===== src/rtl/nsa_pkg.sv =====
`default_nettype none
// ============================================================================
//  Module      : nsa_pkg
//  Description : Shared types, defaults and helpers for nor_slice_arbiter.
//  Revision    : 1.0 - initial release
// ============================================================================
package nsa_pkg;

    localparam int c_default_width  = 3;
    localparam int c_default_nreq   = 2;
    localparam int c_default_qdepth = 2;

    typedef enum logic [0:0] {
        ST_IDLE = 1'b0,
        ST_CALC = 1'b1
    } nsa_state_t;

    // Index/counter width that never collapses to zero bits.
    function automatic int clog2_min1(input int n);
        return (n <= 2) ? 1 : $clog2(n);
    endfunction

endpackage
`default_nettype wire


===== src/rtl/nsa_rsp_fifo.sv =====
`default_nettype none
// ============================================================================
//  Module      : nsa_rsp_fifo
//  Description : Synchronous response FIFO with occupancy count output.
//  Revision    : 1.0 - initial release
// ============================================================================
module nsa_rsp_fifo
    import nsa_pkg::*;
#(
    parameter int DW    = 4,
    parameter int DEPTH = 2
) (
    input  logic                                clk,
    input  logic                                rst_n,
    input  logic                                push,
    input  logic [DW-1:0]                       wdata,
    input  logic                                pop,
    output logic [DW-1:0]                       rdata,
    output logic [clog2_min1(DEPTH+1)-1:0]      count
);

    localparam int c_aw = clog2_min1(DEPTH);
    localparam int c_cw = clog2_min1(DEPTH + 1);

    logic [DW-1:0]   r_mem [DEPTH];
    logic [c_aw-1:0] r_wptr;
    logic [c_aw-1:0] r_rptr;
    logic [c_cw-1:0] r_count;
    logic            w_pop;

    function automatic logic [c_aw-1:0] ptr_next(input logic [c_aw-1:0] p);
        return (p == c_aw'(DEPTH - 1)) ? '0 : p + 1'b1;
    endfunction

    // Pops of an empty FIFO are ignored so the count can never underflow.
    assign w_pop = pop && (r_count != '0);

    always_ff @(posedge clk) begin
        if (!rst_n) begin
            r_wptr  <= '0;
            r_rptr  <= '0;
            r_count <= '0;
        end else begin
            if (push) begin
                r_mem[r_wptr] <= wdata;
                r_wptr        <= ptr_next(r_wptr);
            end
            if (w_pop) begin
                r_rptr <= ptr_next(r_rptr);
            end
            case ({push, w_pop})
                2'b10:   r_count <= r_count + 1'b1;
                2'b01:   r_count <= r_count - 1'b1;
                default: r_count <= r_count;
            endcase
        end
    end

    assign rdata = r_mem[r_rptr];
    assign count = r_count;

endmodule
`default_nettype wire


===== src/rtl/nor_slice_arbiter.sv =====
`default_nettype none
// ============================================================================
//  Module      : nor_slice_arbiter
//  Description : Arbitrates NREQ requesters onto one bit-serial NOR slice and
//                returns id-tagged results through a response FIFO.
//                NSA_FIXED_PRIO_EN selects fixed priority instead of
//                round-robin arbitration.
//  Revision    : 1.0 - initial release
// ============================================================================
module nor_slice_arbiter
    import nsa_pkg::*;
#(
    parameter int WIDTH  = c_default_width,
    parameter int NREQ   = c_default_nreq,
    parameter int QDEPTH = c_default_qdepth,
    parameter int IDW    = clog2_min1(NREQ)
) (
    input  logic                    clk,
    input  logic                    rst_n,
    input  logic [NREQ-1:0]         req_valid,
    output logic [NREQ-1:0]         req_ready,
    input  logic [NREQ*WIDTH-1:0]   req_a,
    input  logic [NREQ*WIDTH-1:0]   req_b,
    output logic                    rsp_valid,
    input  logic                    rsp_ready,
    output logic [WIDTH-1:0]        rsp_y,
    output logic [IDW-1:0]          rsp_id,
    output logic                    busy
);

    localparam int c_cntw = clog2_min1(WIDTH);
    localparam int c_fcw  = clog2_min1(QDEPTH + 1);

    nsa_state_t          r_state;
    logic [c_cntw-1:0]   r_cnt;
    logic [WIDTH-1:0]    r_a;
    logic [WIDTH-1:0]    r_b;
    logic [WIDTH-1:0]    r_res;
    logic [IDW-1:0]      r_id;
`ifdef NSA_FIXED_PRIO_EN
`else
    logic [IDW-1:0]      r_ptr;
`endif

    logic                w_gnt_found;
    logic [IDW-1:0]      w_gnt;
    logic                w_space;
    logic                w_accept;
    logic                w_last;
    logic                w_push;
    logic                w_pop;
    logic                w_fifo_valid;
    logic [WIDTH-1:0]    w_res_next;
    logic [WIDTH+IDW-1:0] w_head;
    logic [c_fcw-1:0]    w_count;

    // Walk from the highest offset down so the lowest offset wins.
    always_comb begin
        w_gnt_found = 1'b0;
        w_gnt       = '0;
        for (int i = NREQ - 1; i >= 0; i--) begin
`ifdef NSA_FIXED_PRIO_EN
            if (req_valid[i]) begin
                w_gnt_found = 1'b1;
                w_gnt       = IDW'(i);
            end
`else
            if (req_valid[(int'(r_ptr) + i) % NREQ]) begin
                w_gnt_found = 1'b1;
                w_gnt       = IDW'((int'(r_ptr) + i) % NREQ);
            end
`endif
        end
    end

    assign w_space  = (w_count < c_fcw'(QDEPTH));
    assign w_accept = rst_n && (r_state == ST_IDLE) && w_space && w_gnt_found;

    always_comb begin
        req_ready = '0;
        if (w_accept) begin
            req_ready[w_gnt] = 1'b1;
        end
    end

    // Result including the bit computed this cycle, so the final push is complete.
    always_comb begin
        w_res_next        = r_res;
        w_res_next[r_cnt] = ~(r_a[r_cnt] | r_b[r_cnt]);
    end

    assign w_last = (r_cnt == c_cntw'(WIDTH - 1));
    assign w_push = (r_state == ST_CALC) && w_last;

    always_ff @(posedge clk) begin
        if (!rst_n) begin
            r_state <= ST_IDLE;
            r_cnt   <= '0;
            r_a     <= '0;
            r_b     <= '0;
            r_res   <= '0;
            r_id    <= '0;
`ifdef NSA_FIXED_PRIO_EN
`else
            r_ptr   <= '0;
`endif
        end else begin
            case (r_state)
                ST_IDLE: begin
                    if (w_accept) begin
                        r_a     <= req_a[int'(w_gnt)*WIDTH +: WIDTH];
                        r_b     <= req_b[int'(w_gnt)*WIDTH +: WIDTH];
                        r_id    <= w_gnt;
                        r_res   <= '0;
                        r_cnt   <= '0;
                        r_state <= ST_CALC;
`ifdef NSA_FIXED_PRIO_EN
`else
                        r_ptr   <= (w_gnt == IDW'(NREQ - 1)) ? '0 : w_gnt + 1'b1;
`endif
                    end
                end
                ST_CALC: begin
                    r_res <= w_res_next;
                    if (w_last) begin
                        r_cnt   <= '0;
                        r_state <= ST_IDLE;
                    end else begin
                        r_cnt <= r_cnt + 1'b1;
                    end
                end
                default: r_state <= ST_IDLE;
            endcase
        end
    end

    assign w_fifo_valid = (w_count != '0);
    assign w_pop        = w_fifo_valid && rsp_ready;

    nsa_rsp_fifo #(
        .DW    (WIDTH + IDW),
        .DEPTH (QDEPTH)
    ) u_rsp_fifo (
        .clk   (clk),
        .rst_n (rst_n),
        .push  (w_push),
        .wdata ({w_res_next, r_id}),
        .pop   (w_pop),
        .rdata (w_head),
        .count (w_count)
    );

    // Outputs are forced to zero while in reset or when no head exists.
    assign rsp_valid = rst_n && w_fifo_valid;
    assign rsp_y     = rsp_valid ? w_head[IDW +: WIDTH] : '0;
    assign rsp_id    = rsp_valid ? w_head[IDW-1:0]      : '0;
    assign busy      = rst_n && (r_state == ST_CALC);

endmodule
`default_nettype wire


===== config.mk =====
export PLATFORM = sky130hd
export DESIGN_NAME = nor_slice_arbiter
export DESIGN_NICKNAME = d
export VERILOG_FILES = /design/src/rtl/nsa_pkg.sv /design/src/rtl/nsa_rsp_fifo.sv /design/src/rtl/nor_slice_arbiter.sv
export SDC_FILE = /design/constraint.sdc
export NUM_CORES = 1
export LEC_CHECK = 0
export CORE_MARGIN = 4
export CORE_UTILIZATION = 53
export CTS_CLUSTER_SIZE = 10
export DETAILED_ROUTE_END_ITERATION = 10
export PLACE_DENSITY = 0.81
export SLEW_MARGIN = 20
export SYNTH_ARGS = -nofsm -noshare
export SYNTH_HDL_FRONTEND = slang
export SYNTH_SLANG_ARGS = --single-unit

===== constraint.sdc =====
create_clock -name clk -period 3.9 [get_ports clk]
set_input_delay 0.78 -clock clk [delete_from_list [all_inputs] [get_ports clk]]
set_output_delay 0.78 -clock clk [all_outputs]
set_load 0.03 [all_outputs]

* After elaboration in Yosys (flattened, before gate mapping)
Memory sizes are Yosys's and may differ from the RTL's. A register that Yosys moved wholly into a read port is not among the register bits. Index checks and enable logic that the tools add are counted.
Word-level totals: input port bits 17, bits in writable memories 8, flip-flop bits (word level) 18, memories kept 1, output and inout port bits 8, logic and storage cells 87
Cells by class: magnitude comparators 7, add/subtract/negate cells 7, eq/ne operators 4, shifts and indexed selects 2, muxes and demuxes 38, reduce and logical (&&, ||, !) cells 13, $mul 1, bitwise operators 4
Memory list:
- u_rsp_fifo.r_mem | depth 2, bits a word 4, rd ports 1, clocked after memory_dff 1, wr ports 1, RTL line nsa_rsp_fifo.sv:25 | logic [DW-1:0] r_mem [DEPTH];
Operator list (number):
- 6-bit by 32-bit indexed part select with 3-bit output | 1
- 1-bit two-way mux | 24
- 1-bit logical AND | 10
- 2-bit one-hot mux with 2 select lines | 2
- 2-bit by 3-bit less-than comparator with 1-bit output (second input constant) | 2
- 2-bit two-way mux | 3
- 3-bit two-way mux | 2
- 3-bit one-hot mux with 2 select lines | 1
- 6-bit by 4-bit indexed part select with 3-bit output | 1
- 1-bit adder (second input constant) | 4
- 2-bit by 1-bit adder with 2-bit output (second input constant) | 2
- 1-bit binary-select mux with 2-bit select | 2
- 2-bit == test (second input constant) | 2
- 1-bit by 2-bit less-than comparator with 1-bit output (second input constant) | 2
- 2-bit nonzero test | 2
- 3-bit bitwise mux | 1
- 1-bit by 2-bit multiplier with 3-bit output (second input constant) | 1
- 1-bit demux with 2-bit select | 1
- 2-bit by 1-bit == test with 1-bit output (second input constant) | 1
- 2-bit by 1-bit >= comparator with 1-bit output (second input constant) | 1
- 2-bit less-than comparator (second input constant) | 1
- 2-bit != test (second input constant) | 1
- 1-bit NOT | 2
- 1-bit one-hot mux with 2 select lines | 1
- 6 further kinds | 6

* Depth between registers and ports, before layout
Gate-level depths: netlist of the first run.
depth after elaboration 12, depth in mapped cells 6, depth with buffers taken out 6

* Hierarchy
Synthesis of the first run repeated with hierarchy kept, for this count alone.
Unflattened totals: cell total of the unflattened synthesis 112, area, all modules 1209.9 um^2
Modules (own cells, without submodules):
- nor_slice_arbiter | instances 1, cells an instance 78, sequential area each 280.3 um^2, area an instance 706.9 um^2
- nsa_rsp_fifo | instances 1, cells an instance 34, sequential area each 340.3 um^2, area an instance 503.0 um^2

* Worst setup path before layout of the first run
No wires, ideal clock.
path type input to output, from input port req_valid[0], to output port req_ready[0], cell stages on the path 4, path buffers 1, path slack 1.567 ns, data arrival time 1.553 ns, cells stage by stage nand2b_1 -> and2_1 -> clkbuf_1 -> nor2_1
Between the ends: longest elaborated chain between the ends 10, elaborated cells between the ends (all ways) 16, those cells by class order compare (2); mux (12); reduce/logical (2)
RTL lines:
- start, declared | RTL line nor_slice_arbiter.sv:20 | input logic [NREQ-1:0] req_valid,
- 1-bit two-way mux (not written as such) (3 in series) | RTL line nor_slice_arbiter.sv:68 | if (req_valid[(int'(r_ptr) + i) % NREQ]) begin
- 1-bit two-way mux (2 in series) | RTL line nor_slice_arbiter.sv:68
- 1-bit by 2-bit less-than comparator with 1-bit output (not written as such) or 1-bit >= comparator (tied branches) | RTL line nor_slice_arbiter.sv:82 | req_ready[w_gnt] = 1'b1;
- 1-bit logical AND (not written as such) | RTL line nor_slice_arbiter.sv:82
- 1-bit two-way mux (not written as such) | RTL line nor_slice_arbiter.sv:82
- 1-bit demux with 1-bit select | RTL line nor_slice_arbiter.sv:82
- 2-bit two-way mux (*) | RTL line nor_slice_arbiter.sv:81 | if (w_accept) begin
- end, declared | RTL line nor_slice_arbiter.sv:21 | output logic [NREQ-1:0] req_ready,
Mark *: on every way between the ends. The rest lies on a longest branch, timed or not. The select of a mux whose other input is x is not followed.

* Worst setup path after layout of the first run
from input port rst_n, to output port req_ready[1]
Between the ends: longest elaborated chain between the ends 4
RTL lines:
- start, declared | RTL line nor_slice_arbiter.sv:19 | input logic rst_n,
- 1-bit logical AND (3 in series) | RTL line nor_slice_arbiter.sv:77 | assign w_accept = rst_n && (r_state == ST_IDLE) && w_space && w_gnt_found;
- 2-bit two-way mux | RTL line nor_slice_arbiter.sv:81
Every way passes these cells.

==> results.md, run 1 <==
* Headroom to the max-slew limit at 60.4%
* Global Route met3 Usage at between 3 and 4%
* Initial core utilization at ~58%
* Layer with the highest usage after global routing: met2
* Sum of net half-perimeters after detailed placement at 1700 um
* Class of the most critical setup path: in -> out
* Pin slew with the least headroom to its limit at 0.593 ns
* Length of the first detailed-routing pass in iterations at 4
* Total number of vias at about 940
* ANT nets after route at 0
* Die Area at 0.00307 sq mm
* Fmax at 0.296 GHz
* Sequential fraction of the synthesis area at 52.1%
* Combined area of the multi-input logic cells at around 540 sq um
* Worst-case hold path end point: r_res[0]
* Cts repair resizes at 0
* Startpoint class of the critical path: input pin
* Number of flops mapped to enable cells by yosys at 8
* Number of placement rows at 16
* Power Total at 500 uW
* Most used standard cells in the synthesized netlist: sky130_fd_sc_hd__dfxtp_1, sky130_fd_sc_hd__nand2_1, sky130_fd_sc_hd__a21oi_1
* Post-synthesis to final-layout area growth at 24.3%
* Cells on Worst Hold Path at 2
* Fraction of layout cells with a size suffix above 1 at 5.37%
* Buffer type at the clock tree root: sky130_fd_sc_hd__clkbuf_4
* Port Buffer Count at 24
* Routed via count divided by cell count at 5.32
* Power Dens Cells at ~340 mW/mm^2
* Final clock skew at 0.00100 ns
* Clock tree from TritonCTS: built
* Area share of the largest cell type after synthesis at 31.9%
* Maximum VDD drop at about 0.21 mV
* RSZ-0062 raised after global routing: no
* # Post-CTS Setup Buffers at 0
* Placed Cells at about 170
* Reg-to-Reg Start: r_cnt[0]
* Count of cell types in the netlist at 30
* Hold WC Path Type: reg -> reg
* Mapped Avg Cell Area at about 9.5 sq um
* Final nets at ~170
* Antenna cell count at 0
* Area leader, netlist: sky130_fd_sc_hd__dfxtp_1
* H-tree depth reported by CTS at 1
* Die height at 55.4 um
* Number of setup violations in the final report at 0
* Routed WL per cell at 12.7 um
* CORE AREA at ~0.0020 sq mm
* First-pass GRT wire length at 3930 um
* GRT Total Usage at 15.5%
* Worst path required time at 3.12 ns
* # clock sinks at 27
* Clock-pin slew on the worst setup and hold paths at 0.14 ns
* Share of flip-flops with an asynchronous set or reset after synthesis at 0%
* Synth Warn # at 0
* Die Span X at 55.4 um
* Final period util at 86.7%
* Sequential cell area at 621 sq um
* WL final at 2230 um
* Worst setup margin at 0.518 ns
* Number of hold violations in the final report at 0
* Net Count, Synth at 143
* Layout Utilization at between 70% and 80%
* Setup slack at placement at about 0.51 ns
* Flop-to-flop setup slack at roughly 2.2 ns
* Number of buffers created by CTS at 3
* Outcome: finished clean
* Cells after Synth at roughly 130
* # fillers at approximately 170
* Post-synthesis sequential element count at 27
* Count leader, synth: sky130_fd_sc_hd__dfxtp_1
* Post-Syn Area at 0.00119 sq mm
* Total gr overflow at 0
* Number of top-level design ports at 25
* Reg2Reg Depth at 5
* Placer's final routability congestion estimate at just over 0.8
* Time the final worst path needs with I/O delays and setup at between 3 and 4 ns
* Number of violations reported at the end of detailed-routing iteration 0 at 5
* Vias in the first global route at 916
* Ys flop type: sky130_fd_sc_hd__dfxtp_1
* Global routing met1 resource utilization at 19.0%
* Source-to-sink clock delay at the later pin of the worst-skew pair at 0.31 ns
* Antenna violations before repair at 0
* Global-route track usage on met2 at a little over a quarter
* Fin. max-slew vios at 0
* Count of unresolved DRC violations after routing at 0
* Worst-path maximum fanout at 9
* Non-filler cells in the finished layout at 176
* Reg-to-reg critical path endpoint: u_rsp_fifo.count[1]
* Max-cap violations at 0
* Endpoint arrival time on the critical path at 2.60 ns
* Largest buffer count on any clock path at 2
* Setup tns final at 0 ns
* Source of the worst hold timing path: r_res[0]
* Largest net degree at the start of global routing at 18
* Most area-consuming cells after synthesis: sky130_fd_sc_hd__dfxtp_1, sky130_fd_sc_hd__edfxtp_1, sky130_fd_sc_hd__a21oi_1
* Cts hold-fix bufs at 0
* Leakage power total at 0.000548 uW
* Worst Setup End Kind: primary output
-- metal layers --
| layer | vias up | wire length [um] |
|---|---|---|
| met2 | 18 | 1110 |
| met3 | 2 | 97 |
| met1 | 436 | 1010 |
| met4 | 0 | 12 |
| met5 | - | 0 |
| li1 | 481 | - |
-- cell families (layout without fill, tap and decap cells) --
family / Yosys count / in the layout / share of synthesized area, %
AND/OR/NAND/NOR: 45 / 45 / 19.4
AO/OA/AOI/OAI: 36 / 36 / 18.2
multiplexers: 4 / 4 / 3.36
XOR/XNOR: 4 / 4 / 2.94
buffers and inverters: 8 / 32 / 2.94
flip-flops: 27 / 27 / 52.1
adder cells (fa/ha/maj): 1 / 1 / 1.05
-- worst max path at each step --
stage	from	to	slack, ns	cells past startpoint
after global routing	rst_n	req_ready[1]	0.37	4
final	rst_n	req_ready[1]	0.52	4
after floorplan	req_valid[0]	req_ready[0]	1.57	4
after global placement	rst_n	req_ready[1]	0.57	4
after CTS	rst_n	req_ready[1]	0.49	4
after detailed placement	rst_n	req_ready[1]	0.51	4
-- sequential cells by signal, indices dropped and copies added, names as in the netlist, named ones only --
signal,cells
r_a,3
r_b,3
r_cnt,2
r_id,1
r_ptr,1
r_res,3
r_state,1
u_rsp_fifo.count,2
u_rsp_fifo.r_mem,8
u_rsp_fifo.r_rptr,1
u_rsp_fifo.r_wptr,1
-- cell type report --
cell class	count	area share (%)
Tap cell	27	2.28
Sequential cell	27	41.9
Multi-Input combinational cell	90	36.2
Timing Repair Buffer	26	17.2
Clock buffer	3	1.52
Inverter	2	0.507
Clock inverter	1	0.338
-- worst max-delay path, stage by stage --
cell and delay (ns):
sky130_fd_sc_hd__clkdlybuf4s50_1 0.62, sky130_fd_sc_hd__o211ai_1 0.26, sky130_fd_sc_hd__nor2_1 0.23, sky130_fd_sc_hd__clkdlybuf4s50_1 0.71
-- through the flow --
step / area (sq um) / hold WS, ns
final: 1480 / 0.477
after global routing: 1480 / 0.519
after CTS: 1480 / 0.479
after detailed placement: 1450 / 0.459
after global placement: 1450 / 0.448
after floorplan: 1190 / 0.417
-- power by group --
group          total [uW]  leakage, uW  switching, uW  internal [uW]
registers             311     0.000226           9.42            301
clock network         117    0.0000177           78.7           38.4
logic                72.2     0.000304           35.7           36.4
total                 500     0.000548            124            376
-- cells in the final DEF, fill, tap and decap left out, types with 4 or more instances in the layout --
master,count
sky130_fd_sc_hd__nand2_1,14
sky130_fd_sc_hd__mux2i_1,4
sky130_fd_sc_hd__o21ai_0,10
sky130_fd_sc_hd__a21oi_1,13
sky130_fd_sc_hd__o21a_1,5
sky130_fd_sc_hd__clkdlybuf4s50_1,24
sky130_fd_sc_hd__nor2_1,9
sky130_fd_sc_hd__dfxtp_1,19
sky130_fd_sc_hd__xnor2_1,4
sky130_fd_sc_hd__edfxtp_1,8
sky130_fd_sc_hd__and2_1,5
Power figures use the tool's default switching activity.
==> run 2, diff against run 1 <==
--- a/config.mk
+++ b/config.mk
@@ -6,10 +6,11 @@
 export NUM_CORES = 1
 export LEC_CHECK = 0
 export CORE_MARGIN = 4
-export CORE_UTILIZATION = 53
+export CORE_UTILIZATION = 56
+export CTS_BUF_LIST = sky130_fd_sc_hd__clkbuf_2 sky130_fd_sc_hd__clkbuf_4 sky130_fd_sc_hd__clkbuf_8
 export CTS_CLUSTER_SIZE = 10
 export DETAILED_ROUTE_END_ITERATION = 10
-export PLACE_DENSITY = 0.81
+export PLACE_DENSITY = 0.86
 export SLEW_MARGIN = 20
 export SYNTH_ARGS = -nofsm -noshare
 export SYNTH_HDL_FRONTEND = slang
==> run 2 against run 1 <==
Net effect:
- core utilization increased by 2.2 points
- count of clock-buffer cells in the layout unchanged
- design area unchanged
- register-to-register slack improved by 0.04 ns
- setup slack got worse by 0.027 ns
- sequential power about the same
- worst hold slack improved by 0.0081 ns
- critical path type unchanged
- highest routed layer unchanged
==> results.md, run 2 (synthesized netlist as in run 1, its figures left out) <==
* Beginning of the critical path: req_valid[1]
* Flip-flop count of the largest register, all copies and words added at 8
* Maximum VDD drop at 0.213 mV
* Antenna violations before repair at 0
* Number of buffers created by CTS at 3
* Delay of the slowest cell on the worst path at 0.60 ns
* Placed Cells at 172
* Outcome: finished clean
* Length of the first detailed-routing pass in iterations at 4
* First-pass GRT wire length at 3550 um
* Worst path required time at 3.12 ns
* Routed WL per cell at about 13 um
* H-tree depth reported by CTS at 1
* Class of the most critical setup path: in -> out
* Source-to-sink clock delay at the later pin of the worst-skew pair at 0.32 ns
* Final nets at ~170
* Worst setup margin at 0.491 ns
* WL final at 2210 um
* GRT Total Usage at 16.9%
* Top library cells by usage in the layout, fill and taps aside: sky130_fd_sc_hd__clkdlybuf4s50_1, sky130_fd_sc_hd__dfxtp_1, sky130_fd_sc_hd__nand2_1, sky130_fd_sc_hd__a21oi_1, sky130_fd_sc_hd__o21ai_0
* Die Span X at 54.1 um
* Reg-to-reg critical path endpoint: u_rsp_fifo.count[1]
* # clock sinks at 27
* Port Buffer Count at 24
* Capture point of the worst path: req_ready[0]
* Reg-to-Reg Start: r_cnt[0]
* Most common cell after layout, fill and taps aside: sky130_fd_sc_hd__clkdlybuf4s50_1
* Cells traversed along the worst timing path: clkdlybuf4s50_1 > o211ai_1 > buf_4 > nor2_1 > clkdlybuf4s50_1
* Setup slack at placement at 0.485 ns
* CORE AREA at slightly below 0.002 sq mm
* Initial core utilization at about three fifths
* Count of unresolved DRC violations after routing at 0
* ANT nets after route at 0
* Number of placement rows at 16
* Flop-to-flop setup slack at 2.21 ns
* Worst-path cell with the longest stage delay: sky130_fd_sc_hd__clkdlybuf4s50_1
* Number of violations reported at the end of detailed-routing iteration 0 at 21
* Placer's final routability congestion estimate at 0.770
* Cts hold-fix bufs at 0
* Worst-path maximum fanout at 7
* Sum of net half-perimeters after detailed placement at 1730 um
* Final period util at between 80% and 90%
* Time the final worst path needs with I/O delays and setup at 3.41 ns
* Largest net degree at the start of global routing at 25
* Cells on Worst Hold Path at 0
* Layout Utilization at between 70% and 80%
* RSZ-0062 raised after global routing: no
* Routed via count divided by cell count at 5.37
* Non-filler cells in the finished layout at 176
* Cts repair resizes at 0
* Largest Register: u_rsp_fifo.r_mem
* Worst Path Buf+Inv at 3
* Max-cap violations at 0
* Fin. max-slew vios at 0
* Power Dens Cells at 336 mW/mm^2
* Largest buffer count on any clock path at 2
* Worst Setup End Kind: primary output
* Antenna cell count at 0
* # Post-CTS Setup Buffers at 0
* Vias in the first global route at roughly 860
* Total gr overflow at 0
* Cell type with the highest occurrence count on the critical path: sky130_fd_sc_hd__clkdlybuf4s50_1
* Fraction of layout cells with a size suffix above 1 at 5.37%
* Number of top-level design ports at 25
* # fillers at 144
* Path length in cells of the critical path at 5
* Die height at roughly 54 um
* Number of setup violations in the final report at 0
* Headroom to the max-slew limit at 59.5%
* Setup tns final at 0 ns
* Buffer type at the clock tree root: sky130_fd_sc_hd__clkbuf_4
* Reg2Reg Depth at 5
* Clock-pin slew on the worst setup and hold paths at 0.14 ns
* Total number of vias at roughly 950
* Top cell family by delay on the critical path: buffers and inverters
* Pin slew with the least headroom to its limit at 0.606 ns
* Clock tree from TritonCTS: built
* Endpoint arrival time on the critical path at 2.63 ns
* Leakage power total at between 0.0005 and 0.0006 uW
* Final clock skew at 0.00995 ns
* Number of hold violations in the final report at 0
* Post-synthesis to final-layout area growth at 24.3%
* Startpoint class of the critical path: input pin
* Die Area at roughly 0.0029 sq mm
* Fmax at a little under 0.3 GHz
* Hold WC Path Type: reg -> reg
[run 2: cell counts in the layout (fill, tap and decap cells not counted)]
No cell type changed its count.
[run 2: layer usage]
layer | GRT usage, % | wire, um | vias up
met5 | 0 | 0 | -
met4 | 8.71 | 26 | 0
met3 | 3.32 | 117 | 4
met2 | 31.5 | 1180 | 28
met1 | 17.5 | 890 | 431
li1 | - | - | 482
[run 2: worst min path at each step]
stage / startpoint / end / slack [ns]
2_1_floorplan: r_id / u_rsp_fifo.r_mem[0][0] / 0.42
3_3_place_gp: r_id / u_rsp_fifo.r_mem[0][0] / 0.44
3_5_place_dp: r_id / u_rsp_fifo.r_mem[1][0] / 0.45
4_1_cts: r_id / u_rsp_fifo.r_mem[1][0] / 0.48
5_1_grt: r_id / u_rsp_fifo.r_mem[1][0] / 0.50
6_report: r_id / u_rsp_fifo.r_mem[1][0] / 0.48
[run 2: power by group]
part	total [uW]	switching (uW)	leakage, uW	internal (uW)
Combinational	72.2	35.7	0.000304	36.4
Clock	115	76.2	0.0000177	38.4
Sequential	311	9.08	0.000226	301
[run 2: stage by stage]
step	total power (uW)	instance area [sq um]	hold slack (ns)
5_1_grt	522	1480	0.497
4_1_cts	503	1480	0.484
6_report	497	1480	0.485
3_3_place_gp	386	1450	0.437
3_5_place_dp	389	1450	0.448
2_1_floorplan	357	1190	0.417
[run 2: area by class of cell]
type                            count  area (sq um)  area share [%]
Sequential cell                    27           621            41.9
Multi-Input combinational cell     90           536            36.2
Timing Repair Buffer               26           255            17.2
Tap cell                           27          33.8            2.28
Clock buffer                        3          22.5            1.52
Inverter                            2          7.51           0.507
Clock inverter                      1          5.00           0.338
[run 2: worst reg2reg max path: cells and delay by family, from the launching register on]
kind / cells / cell delay, ns
flip-flops: 1 / 0.45
AO/OA/AOI/OAI: 1 / 0.17
adder cells (fa/ha/maj): 1 / 0.28
AND/OR/NAND/NOR: 3 / 0.74
==> run 3, diff against run 2 <==
--- a/config.mk
+++ b/config.mk
@@ -11,6 +11,7 @@
 export CTS_CLUSTER_SIZE = 10
 export DETAILED_ROUTE_END_ITERATION = 10
 export PLACE_DENSITY = 0.86
+export SETUP_SLACK_MARGIN = 0.1
 export SLEW_MARGIN = 20
 export SYNTH_ARGS = -nofsm -noshare
 export SYNTH_HDL_FRONTEND = slang
==> results of run 3 <==
No change in the layout: final DEF, timing and power equal those of run 2.
